===== config.mk =====
export PLATFORM = sky130hd
export DESIGN_NAME = nes_pad_reader
export DESIGN_NICKNAME = d
export VERILOG_FILES = /design/src/rtl/nes_pad_reader.sv
export SDC_FILE = /design/constraint.sdc
export NUM_CORES = 1
export LEC_CHECK = 0
export ABC_AREA = 1
export BUFFER_PORTS_ARGS = -buffer_cell sky130_fd_sc_hd__buf_4
export CORE_MARGIN = 5
export CORE_UTILIZATION = 50
export CTS_CLUSTER_SIZE = 14
export DETAILED_ROUTE_END_ITERATION = 6
export PLACE_DENSITY_LB_ADDON = 0.12
export SYNTH_ARGS = -nofsm -noshare
export SYNTH_HDL_FRONTEND = slang
export SYNTH_SLANG_ARGS = --single-unit

===== constraint.sdc =====
create_clock -name clock_10MHz -period 4.15 [get_ports clock_10MHz]
set_input_delay 0.415 -clock clock_10MHz [delete_from_list [all_inputs] [get_ports clock_10MHz]]
set_output_delay 0.415 -clock clock_10MHz [all_outputs]
set_load 0.02 [all_outputs]

===== src/rtl/nes_pad_reader.sv =====
// nes_pad_reader: polls a NES pad's 4021 shift register and presents a registered button vector
module nes_pad_reader #(
    parameter int BIT_CYCLES  = 120,
    parameter int POLL_CYCLES = 166667
) (
    input  logic       clock_10MHz,
    input  logic       reset,
    input  logic       poll_en,
    input  logic       poll_req,
    input  logic       nes_data,
    output logic       nes_latch,
    output logic       nes_pulse,
    output logic [7:0] buttons,
    output logic       valid,
    output logic       busy
);
    localparam int SW   = $clog2(BIT_CYCLES);
    localparam int TW   = $clog2(POLL_CYCLES);
    localparam int HALF = BIT_CYCLES / 2;

    typedef enum logic [2:0] {IDLE, LATCH, PULSE_HI, PULSE_LO, DONE} state_t;

    state_t          state_q, state_d;
    logic [SW-1:0]   slot_q, slot_d;
    logic [2:0]      bit_q, bit_d;
    logic [7:0]      shift_q, shift_d;
    logic [7:0]      buttons_q, buttons_d;
    logic [TW-1:0]   timer_q, timer_d;
    logic [1:0]      sync_q, sync_d;
    logic            pend_q, pend_d;
    logic            latch_q, latch_d;
    logic            pulse_q, pulse_d;
    logic            valid_q, valid_d;
    logic            busy_q, busy_d;
    logic            wrap, start;

    // Next state, counters, sampling, and pin/strobe values registered from the next state
    always_comb begin
        state_d   = state_q;
        slot_d    = slot_q;
        bit_d     = bit_q;
        shift_d   = shift_q;
        buttons_d = buttons_q;
        start     = 1'b0;
        sync_d    = {sync_q[0], nes_data};
        wrap      = poll_en && (timer_q == TW'(POLL_CYCLES - 1));
        timer_d   = (!poll_en || wrap) ? '0 : timer_q + TW'(1);
        case (state_q)
            IDLE: begin
                if (pend_q || wrap) begin
                    state_d = LATCH;
                    slot_d  = '0;
                    start   = 1'b1;
                end
            end
            LATCH: begin
                if (slot_q == SW'(BIT_CYCLES - 1)) begin
                    shift_d[0] = sync_q[1];
                    bit_d      = 3'd1;
                    slot_d     = '0;
                    state_d    = PULSE_HI;
                end else begin
                    slot_d = slot_q + SW'(1);
                end
            end
            PULSE_HI: begin
                slot_d  = (slot_q == SW'(HALF - 1)) ? '0 : slot_q + SW'(1);
                state_d = (slot_q == SW'(HALF - 1)) ? PULSE_LO : PULSE_HI;
            end
            PULSE_LO: begin
                if (slot_q == SW'(BIT_CYCLES - HALF - 1)) begin
                    shift_d[bit_q] = sync_q[1];
                    slot_d         = '0;
                    if (bit_q == 3'd7) begin
                        state_d   = DONE;
                        buttons_d = ~shift_d;
                    end else begin
                        bit_d   = bit_q + 3'd1;
                        state_d = PULSE_HI;
                    end
                end else begin
                    slot_d = slot_q + SW'(1);
                end
            end
            DONE:    state_d = IDLE;
            default: state_d = IDLE;
        endcase
        pend_d  = start ? 1'b0 : (pend_q | poll_req | wrap);
        latch_d = (state_d == LATCH);
        pulse_d = (state_d == PULSE_HI);
        valid_d = (state_d == DONE);
        busy_d  = (state_d != IDLE);
    end

    // State and output registers; reset aborts any frame and releases the pad pins
    always_ff @(posedge clock_10MHz or posedge reset) begin
        if (reset) begin
            state_q   <= IDLE;
            slot_q    <= '0;
            bit_q     <= '0;
            shift_q   <= '0;
            buttons_q <= '0;
            timer_q   <= '0;
            sync_q    <= 2'b11;
            pend_q    <= 1'b0;
            latch_q   <= 1'b0;
            pulse_q   <= 1'b0;
            valid_q   <= 1'b0;
            busy_q    <= 1'b0;
        end else begin
            state_q   <= state_d;
            slot_q    <= slot_d;
            bit_q     <= bit_d;
            shift_q   <= shift_d;
            buttons_q <= buttons_d;
            timer_q   <= timer_d;
            sync_q    <= sync_d;
            pend_q    <= pend_d;
            latch_q   <= latch_d;
            pulse_q   <= pulse_d;
            valid_q   <= valid_d;
            busy_q    <= busy_d;
        end
    end

    assign nes_latch = latch_q;
    assign nes_pulse = pulse_q;
    assign buttons   = buttons_q;
    assign valid     = valid_q;
    assign busy      = busy_q;
endmodule


Word level (Yosys, flattened, before mapping)
Cells that the tools add are included.

cells by class
  add/subtract/negate cells = 3
  order comparisons = 2
  equal/unequal tests = 14
  mux-type cells = 24
  bitwise gates (word level) = 3
  reduce and logical (&&, ||, !) cells = 15

operators with widths
  cell                   number
  $mux 3                 7
  $mux 7                 3
  $pmux 7 s3             1
  $add 18x1->18 const B  1
  $eq 18x18->1 const B   1
  $mux 18                1
  $pmux 3 s4             1
  $eq 3x2->1 const B     3
  $bwmux 8               1
  $ne 2x2->1 const B     4
  $not 8->8              1
  $add 7x1->7 const B    1
  $eq 7x6->1 const B     1
  $eq 7x7->1 const B     1
  $mux 1                 7
  $eq 3x1->1 const B     2
  $eq 3x3->1 const B     2
  $pmux 3 s2             1
  $reduce_and 3->1       2
  $reduce_bool 3->1      2
  $lt 3x4->1 const B     1
  $reduce_and 2->1       2
  $reduce_and 4->1       1
  $add 3x1->3 const B    1
  other kinds (10)       13

storage, ports and cells
  bits in registers = 54
  input port bits = 5
  output and inout bits = 12
  word-level logic and storage cells = 74

Depth between registers and ports, before layout
Gate-level depths: netlist of run 1.

  depth in word-level cells = 7
  mapped depth = 11

Worst setup path after synthesis of run 1
No wires, ideal clock.

  path kind = register to register
  start = register timer_q[0]
  end = register timer_q[9]
  setup time = 0.119 ns
  arrival time = 1.324 ns
  data required time = 4.031 ns
  setup slack = 2.707 ns
  cell stages (with the launch flop) = 11
  period minus slack after synthesis = 1.443 ns
  cells stage by stage = dfrtp_1 > inv_1 > ha_1 > nand2_1 > nor2_1 > nand2_1 > nor2_1 > nand2_1 > nand2_2 > buf_4 > nor2_1

on the way
  cells in the longest elaborated chain, start to end = 4
  elaborated cells on any way between the ends = 5

RTL lines
  what                                                                   line  RTL
  start: declaration                                                     28    logic [TW-1:0] timer_q, timer_d;
  start signal: assignment                                               116   timer_q <= timer_d;
  parallel branches: the longest is 3 deep, another holds $add 18x1->18  n/a
  $mux 18 (*)                                                            47    timer_d = (!poll_en || wrap) ? '0 : timer_q + TW'(1);
  named net timer_d[9]                                                   28

Mark *: on every way through the listed nets, which the timed path passes.
A chain may end at the register's enable or synchronous reset.

Worst setup path after layout of run 1
  start = register timer_q[0]
  end = register slot_q[6]

on the way
  cells in the longest elaborated chain, start to end = 5

RTL lines
  what                               line  RTL
  $eq 18x18->1                       46    wrap = poll_en && (timer_q == TW'(POLL_CYCLES - 1));
  $logic_and 1x1->1                  46
  $logic_or 1x1->1                   50    if (pend_q || wrap) begin
  $ne 2x2->1 (no source line)        n/a
  $reduce_and 2->1 (no source line)  n/a
  end signal: assignment             112   slot_q <= slot_d;
  end: declaration                   24    logic [SW-1:0] slot_q, slot_d;

Every way passes these cells.

==> metrics, run 1 <==
vias in the first global route=2005; Hold Vio Cnt, Final=0; crit share post-route=39.7%; yosys synthesis warning count=0; crit path kind=flop to flop; IO buf count=16; top cell type's share of synthesized area=47.8%; Slew headroom=54.8%; Req. time, crit path=4.35 ns; CP startpoint kind=flop; top cells by area, synth=dfrtp_1 48%, nand2_1 15%, nor2_1 5.8%; clock slew at reported path FFs=around 0.10 ns; cts repair resizes=0; largest net degree at the start of global routing=55; post-route DRC violation count=0; post-synthesis async set-or-reset flop share=100%; GRT Overall Usage=15.9%; initial antenna violation count=0; Tmin final=roughly 1.6 ns; Core Region=5200 sq um; die area=7020 sq um; Syn Nets=~340; R2R depth=11; outcome=completed; Clock Path Buffers=2; Peak VDD IR=0.156 mV; Die Y=83.8 microns; # setup viols final=0; die width=83.8 microns; Hold Path Class=primary input to flop; WHS Path Cells=1; Layout Nets=approximately 370; std cell rows=26; Syn Std Cell Area=2720 sq um; Crit. End Element=flop; clock skew=0.00553 ns; postcts setup bufs=0; CTS tree=yes; # clock sinks=54; CP arrival=1.85 ns; drt first-iter violations=71; Placed Area=2920 sq um; library cells used by synthesis=28; most frequent cells in the layout=106 x nand2_1, 52 x dfrtp_1, 42 x nor2_1; sequential fraction of the synthesis area=roughly half; synthesized instance count=334; Slew Viols, Final=0; DP HPWL=3810 microns; global-route wire length before repair=a little over 9000 microns; CTS Buf Count=5; RD Place Congestion=0.886; layout cells sized above 1=a little over an eighth; Ant. Diodes=0; crit-path max FO=8; clk root buf=clkbuf_8; fin util=about three fifths; CTS H-Tree Depth=2; DR pass1 iterations=4; total negative slack=0 ns; Tightest Pin Transition=about 0.68 ns; CTS Hold Buffers Added=0; total global routing overflow=0; Final Cell Area=3030 sq um; Starting Density=between 50 and 60%; routed len/inst=between 10 and 15 microns; I/O Pins=17; synthesis-stage register bit count=54; mean post-synth cell area=8.15 sq um; vias post-DR=2095; Cell Pwr Density=300 nW/um^2; RSZ-0062 raised after global routing=false; MaxCap Viol Count=0; Post-synth EDFFs=0; clk_lat worst skew=0.30 ns; number of vias per cell=4.91; WL final=5220 microns; Area Overhead vs Synth=11.3%; commonest non-fill, non-tap cell in the layout=nand2_1; Peak Freq=608 MHz; WHS=0.208 ns; Final ANT Viol Nets=0; top_reg_cell synth=dfrtp_1; LEAKAGE=1.49 nW; post-synth top area cell=dfrtp_1
## area by class of cell
class                      instances  area (sq um)
fill                             497          2180
sequential                        54          1350
multi-input combinational        243          1220
inverter                          35           131
timing repair buffer              17           128
tap                               70          87.6
clock buffer                       6          72.6
clock inverter                     2          37.5
## path summary, 6_finish.rpt
kind | slack, ns | startpoint | to
min in group asynchronous | 0.29 | reset | buttons[5]$_DFFE_PP0P_
hold / removal | 0.21 | nes_data | sync_q[0]$_DFF_PP1_
setup reg to reg | 2.50 | timer_q[0]$_DFF_PP0_ | slot_q[6]$_DFFE_PP0P_
hold reg to reg | 0.36 | sync_q[0]$_DFF_PP1_ | sync_q[1]$_DFF_PP1_
setup / recovery | 2.50 | timer_q[0]$_DFF_PP0_ | slot_q[6]$_DFFE_PP0P_
max in group asynchronous | 3.41 | reset | slot_q[6]$_DFFE_PP0P_
## per-stage QoR
| stage | setup slack (ns) | total power, mW | instances |
|---|---|---|---|
| detailed placement | 2.51 | 0.568 | 419 |
| global placement | 2.56 | 0.568 | 419 |
| global route | 2.33 | 0.943 | 427 |
| floorplan | 2.42 | 0.559 | 334 |
| CTS | 2.50 | 0.920 | 427 |
| finish | 2.50 | 0.907 | 427 |
## per-layer routing
layer	global-route usage, %	routed length [microns]
met1	21.8	2650
met2	25.3	2390
met3	3.26	122
met4	5.26	55
met5	0	0
## Yosys cell counts, types with 2 or more instances
library cell	instances
inv_1	31
ha_1	5
nand4_1	6
dfrtp_1	52
nor2_4	2
xor2_1	8
o21ai_0	13
a21oi_1	4
inv_2	4
nor3_1	7
nand3_1	25
nor2_1	42
o21ai_2	7
xnor2_1	5
nand2_2	3
dfstp_2	2
nand2_1	106
nor3b_1	2
## flip-flops by register name (all words and copies together) (netlist names), 2 cells and up
signal,cells
buttons,8
slot_q,7
state_q,3
bit_q,3
shift_q,8
sync_q,2
timer_q,18
## cell families (layout without fill, tap and decap cells)
logic type      after synthesis  after routing  share of synthesized area [%]
flops                        54             54                           49.7
simple gates                199            199                           32.4
compound gates               26             26                           5.84
xor+xnor                     13             13                           4.18
buf+inv                      37             60                           5.52
fa+ha+maj                     5              5                           2.30
## power breakdown
| group | total [mW] | internal (mW) | switching, mW |
|---|---|---|---|
| combinational | 0.0240 | 0.00622 | 0.0178 |
| sequential | 0.533 | 0.530 | 0.00328 |
| clock | 0.350 | 0.180 | 0.170 |
## worst max-delay path: stages (launching register included)
cell and delay (ns):
dfrtp_1 0.42, inv_1 0.14, ha_1 0.16, nand2_1 0.05
nor2_1 0.08, nand2_1 0.05, nor2_1 0.11, nand3_1 0.11
nand3_1 0.08, nand2_1 0.18, nand2_1 0.11, nand2_1 0.05
Note: power is estimated with default switching activity, not from simulation.
==> run 2, diff against run 1 <==
==> constraint.sdc (replaced) <==
create_clock -name clock_10MHz -period 1.5 [get_ports clock_10MHz]
set_input_delay 0.15 -clock clock_10MHz [delete_from_list [all_inputs] [get_ports clock_10MHz]]
set_output_delay 0.15 -clock clock_10MHz [all_outputs]
set_load 0.02 [all_outputs]
==> run 2 against run 1 <==
Compared with the run above: routed wire length grew 0.13%; cell count grew 4.2%; worst setup slack lost 2.5 ns; final area grew 7.6%; count of clock-buffer cells in the layout grew 1; clock skew grew 0.0013 ns; power grew to 2.7 times the previous value; combinational power grew to 3.6 times the previous value; critical path type unchanged; critical endpoint is now timer_q[10]$_DFF_PP0_.
==> metrics, run 2 (synthesized netlist as in run 1, its figures left out) <==
Final ANT Viol Nets=0; Hold Vio Cnt, Final=0; R2R depth=9; routed len/inst=approximately 12 microns; clock skew=between 0.006 and 0.007 ns; die width=83.8 microns; # clock sinks=54; DP HPWL=3800 microns; RD Place Congestion=0.869; most used cell, CP=nand2_1; Hold Path Class=primary input to flop; CP arrival=1.67 ns; clk root buf=clkbuf_8; MaxCap Viol Count=0; FF-to-FF Start=timer_q[0]$_DFF_PP0_; CTS tree=yes; crit-path max FO=3; Multi-input gate area=roughly 1300 sq um; number of vias per cell=4.93; Clock Path Buffers=2; GRT Overall Usage=16.0%; Req. time, crit path=1.71 ns; Area Overhead vs Synth=19.8%; Tmin final=1.47 ns; Ant. Diodes=0; Peak VDD IR=about 0.37 mV; Starting Density=52.3%; Reg with most FFs=timer_q; Non-Filler Instances=445; largest net degree at the start of global routing=55; Cell Pwr Density=753 nW/um^2; Placed Cells incl. Taps=432; CP max stage cell=dfrtp_1; outcome=completed; total power draw=2.46 mW; Final Cell Area=3260 sq um; CTS H-Tree Depth=2; vias in the first global route=2078; total negative slack=0 ns; post-route DRC violation count=0; clk_lat worst skew=slightly above 0.3 ns; worst-path cell chain=buf_4, ha_1, nand3_1, inv_1, nand2_1, nor2_2, nand2_1, xor2_1, nor2_1; Seq. cell area=1350 sq um; die area=7020 sq um; Die Y=~84 microns; CTS Buf Count=5; global-route wire length before repair=9190 microns; Crit. End Element=flop; vias post-DR=roughly 2200; layout cells sized above 1=22.4%; I/O Pins=17; DR pass1 iterations=4; IO buf count=16; drt first-iter violations=73; RR Endpoint=timer_q[10]$_DFF_PP0_; Critical Path Sink=timer_q[10]$_DFF_PP0_; initial antenna violation count=0; Fill cells=457; CP startpoint kind=flop; Slew Viols, Final=0; std cell rows=26; most frequent cells in the layout=97 x nand2_1, 52 x dfrtp_1, 38 x nor2_1; max reg flops=18; commonest non-fill, non-tap cell in the layout=nand2_1; crit share post-route=between 90% and 100%; worst reg2reg setup slack=0.03 ns; RSZ-0062 raised after global routing=true; LEAKAGE=around 1.6 nW; # setup viols final=0; largest stage delay on the critical path=0.40 ns; Peak Freq=682 MHz; Tightest Pin Transition=0.394 ns; clock slew at reported path FFs=approximately 0.090 ns; WL final=5230 microns; Worst Setup SP=timer_q[0]$_DFF_PP0_; Placed Area=between 3000 and 4000 sq um; crit path kind=flop to flop; Core Region=5200 sq um; WHS=0.0514 ns; total global routing overflow=0; Layout Nets=between 300 and 400; Slew headroom=73.6%
[run 2: worst min path at each step]
stage	endpoint	depth (start not counted)	slack [ns]	from
3_5_place_dp	buttons[7]$_DFFE_PP0P_	3	0.23	reset
6_report	pend_q$_DFF_PP0_	3	0.05	poll_req
4_1_cts	pend_q$_DFF_PP0_	3	0.05	poll_req
2_1_floorplan	sync_q[0]$_DFF_PP1_	0	0.15	nes_data
5_1_grt	pend_q$_DFF_PP0_	3	0.04	poll_req
3_3_place_gp	valid$_DFF_PP0_	3	0.23	reset
[run 2: per-stage QoR]
stage,setup WS [ns],utilization (%)
floorplan,0.0387,-
global placement,-0.0289,58.4
detailed placement,-0.0366,58.4
CTS,0.00821,61.0
global route,-0.0997,62.6
finish,0.0339,62.6
[run 2: worst max-delay path, delay by kind of cell, from the launching register on]
| kind | cells | cell delay, ns |
|---|---|---|
| buffers and inverters | 2 | 0.22 |
| DFF | 1 | 0.40 |
| adders and majority gates | 1 | 0.21 |
| and+or+nand+nor | 5 | 0.40 |
| xor gates and xnor gates | 1 | 0.15 |
[run 2: final cells by class]
class | instances | share of cell area, %
clock buffers | 7 | 2.96
clock inverters | 1 | 0.269
inverters | 35 | 4.03
multi-input cells | 243 | 39.5
flip-flops and latches | 54 | 41.5
well taps | 70 | 2.69
repair buffers | 35 | 8.98
[run 2: repair_timing]
action                                  in CTS  in global routing
endpoints found under the hold margin       53                  0
buffers inserted                             0                  3
pin swaps                                    0                  5
endpoints found under the setup margin       9                 39
resized for setup                            4                 21
hold buffers                                 2                  0
[run 2: per-layer routing]
layer | global-route usage (%) | wire, microns | vias up
met5 | 0 | 0 | -
met2 | 25.4 | 2410 | 37
li1 | - | - | 1143
met3 | 2.96 | 169 | 6
met4 | 7.46 | 70 | 0
met1 | 21.0 | 2580 | 1006
[run 2: report_power, final]
part / switching, mW / total, mW / internal (mW)
clock network: 0.470 / 0.894 / 0.424
logic: 0.0524 / 0.0867 / 0.0343
registers: 0.00851 / 1.47 / 1.47
==> run 3, diff against run 2 <==
--- a/config.mk
+++ b/config.mk
@@ -11,6 +11,7 @@
 export CORE_UTILIZATION = 50
 export CTS_CLUSTER_SIZE = 14
 export DETAILED_ROUTE_END_ITERATION = 6
+export MAX_ROUTING_LAYER = met4
 export PLACE_DENSITY_LB_ADDON = 0.12
 export SYNTH_ARGS = -nofsm -noshare
 export SYNTH_HDL_FRONTEND = slang
==> constraint.sdc (replaced) <==
create_clock -name clock_10MHz -period 1.5 [get_ports clock_10MHz]
set_input_delay 0.3 -clock clock_10MHz [delete_from_list [all_inputs] [get_ports clock_10MHz]]
set_output_delay 0.3 -clock clock_10MHz [all_outputs]
set_load 0.02 [all_outputs]
==> run 3 against run 2 <==
Compared with the run above: the run now ends with negative setup slack left; sequential share of layout area fell by 0.71 points; core utilization is 1.1 points higher; non-clock buffer count unchanged.
==> metrics, run 3 (synthesized netlist as in run 1, its figures left out) <==
WL final=5580 microns; IO buf count=16; Starting Density=a little over half; Reg with most FFs=timer_q; largest stage delay on the critical path=0.40 ns; total power draw=between 2 and 2.5 mW; Slew Viols, Final=0; Layout Nets=386; # setup viols final=9; vias in the first global route=2189; Clock Path Buffers=2; crit path kind=flop to flop; MaxCap Viol Count=0; Tightest Pin Transition=roughly 0.55 ns; total global routing overflow=0; die width=83.8 microns; most used cell, CP=nand2_1; Crit. End Element=flop; CTS Buf Count=5; drt first-iter violations=77; clock skew=between 0.006 and 0.007 ns; Tmin final=1.54 ns; global-route wire length before repair=9920 microns; number of vias per cell=5.03; largest net degree at the start of global routing=27; CTS tree=yes; Hold Path Class=primary input to async pin; Hold Vio Cnt, Final=0; Slew headroom=63.0%; crit share post-route=103%; Placement Setup Slack=-0.0398 ns; layout cells sized above 1=26.0%; clock slew at reported path FFs=0.10 ns; commonest non-fill, non-tap cell in the layout=nand2_1; max reg flops=18; DR pass1 iterations=4; Peak Freq=649 MHz; Final ANT Viol Nets=0; Req. time, crit path=between 1.5 and 2 ns; CTS Hold Buffers Added=0; CP startpoint kind=flop; RSZ-0062 raised after global routing=true; LEAKAGE=1.57 nW; Critical path buffers and inverters=1; Crit path max-delay family=simple AND/OR/NAND/NOR gates; Cell Pwr Density=slightly above 700 nW/um^2; Ant. Diodes=0; Peak VDD IR=0.438 mV; CTS H-Tree Depth=2; Core Region=5200 sq um; routed len/inst=12.5 microns; post-route DRC violation count=0; outcome=finished, violations left; GRT Overall Usage=between 10% and 20%; DP HPWL=4020 microns; worst-path cell chain=inv_2, ha_4, nand2_2, nor2_2, nand2_1, nor2_2, nand3_2, nand3_2, nand2_4, nand2_1, nand2_1; Fill cells=461; vias post-DR=2250; RD Place Congestion=0.865; I/O Pins=17; PnR worst setup slack=-0.0403 ns; Die Y=between 80 and 90 microns; clk root buf=clkbuf_8; crit-path max FO=8; failing checks=negative setup slack; die area=7020 sq um; # clock sinks=54; most frequent cells in the layout=94 x nand2_1, 52 x dfrtp_1, 35 x nor2_1; CP arrival=1.75 ns; Area Overhead vs Synth=21.8%; std cell rows=26; initial antenna violation count=0; clk_lat worst skew=0.31 ns; CP max stage cell=dfrtp_1
==> run 3: cell types whose count changed in the layout (fill, tap and decap cells not counted), sizes merged <==
cell / before / now
clkinvlp: 0 / 1
buf: 33 / 35
clkbuf: 7 / 6
dlygate4sd3: 2 / 0
nand2: 110 / 112
==> run 3: worst register-to-register path: stages, from the launching register on <==
cell and delay [ns]:
dfrtp_1 0.40, inv_2 0.08, ha_4 0.13, nand2_2 0.05, nor2_2 0.11, nand2_1 0.07, nor2_2 0.16, nand3_2 0.12
nand3_2 0.10, nand2_4 0.10, nand2_1 0.08, nand2_1 0.05
==> run 3: worst paths after layout <==
check	from	slack (ns)	endpoint	cells after the start
setup / recovery	timer_q[0]$_DFF_PP0_	-0.04	slot_q[3]$_DFFE_PP0P_	11
hold / removal	reset	0.001	shift_q[7]$_DFFE_PP0P_	2
setup reg to reg	timer_q[0]$_DFF_PP0_	-0.04	slot_q[3]$_DFFE_PP0P_	11
hold reg to reg	sync_q[0]$_DFF_PP1_	0.36	sync_q[1]$_DFF_PP1_	0
max in group asynchronous	reset	1.01	shift_q[1]$_DFFE_PP0P_	3
min in group clock_10MHz	nes_data	0.09	sync_q[0]$_DFF_PP1_	1
==> run 3: cell type report <==
| type | count | area, sq um | area share (%) |
|---|---|---|---|
| clock buffer | 6 | 72.6 | 2.19 |
| timing repair buffer | 35 | 275 | 8.30 |
| sequential | 54 | 1350 | 40.8 |
| multi-input combinational | 245 | 1380 | 41.5 |
| tap | 70 | 87.6 | 2.64 |
| inverter | 35 | 138 | 4.15 |
| clock inverter | 2 | 13.8 | 0.415 |
==> run 3: power by group <==
group / internal, mW / switching (mW) / total [mW]
sequential: 1.47 / 0.0101 / 1.48
combinational: 0.0316 / 0.0585 / 0.0901
clock: 0.334 / 0.466 / 0.800
==> run 3: timing repair <==
action | CTS | global route
resized for setup | 4 | 39
setup buffers | 0 | 3
cloned | 0 | 2
endpoints found under the setup margin | 27 | 45
pin swaps | 0 | 9
endpoints found under the hold margin | 0 | 0
==> run 3: per-layer routing <==
layer / GRT usage [%] / share of wire, %
met3: 3.26 / 2.7
met1: 23.5 / 47
met4: 4.82 / 1.1
met5: - / 0
met2: 28.0 / 49
==> run 3: stage by stage <==
step	instances	TNS (ns)	util, %	cell area, sq um	hold WS, ns
global placement	434	-0.0194	58.5	3050	0.346
CTS	442	-0.0402	60.4	3140	0.000823
floorplan	334	0	-	2730	0.304
finish	447	-0.305	63.7	3320	0.00125
global route	447	-2.74	63.7	3320	0.0125
detailed placement	434	-0.266	58.5	3050	0.349
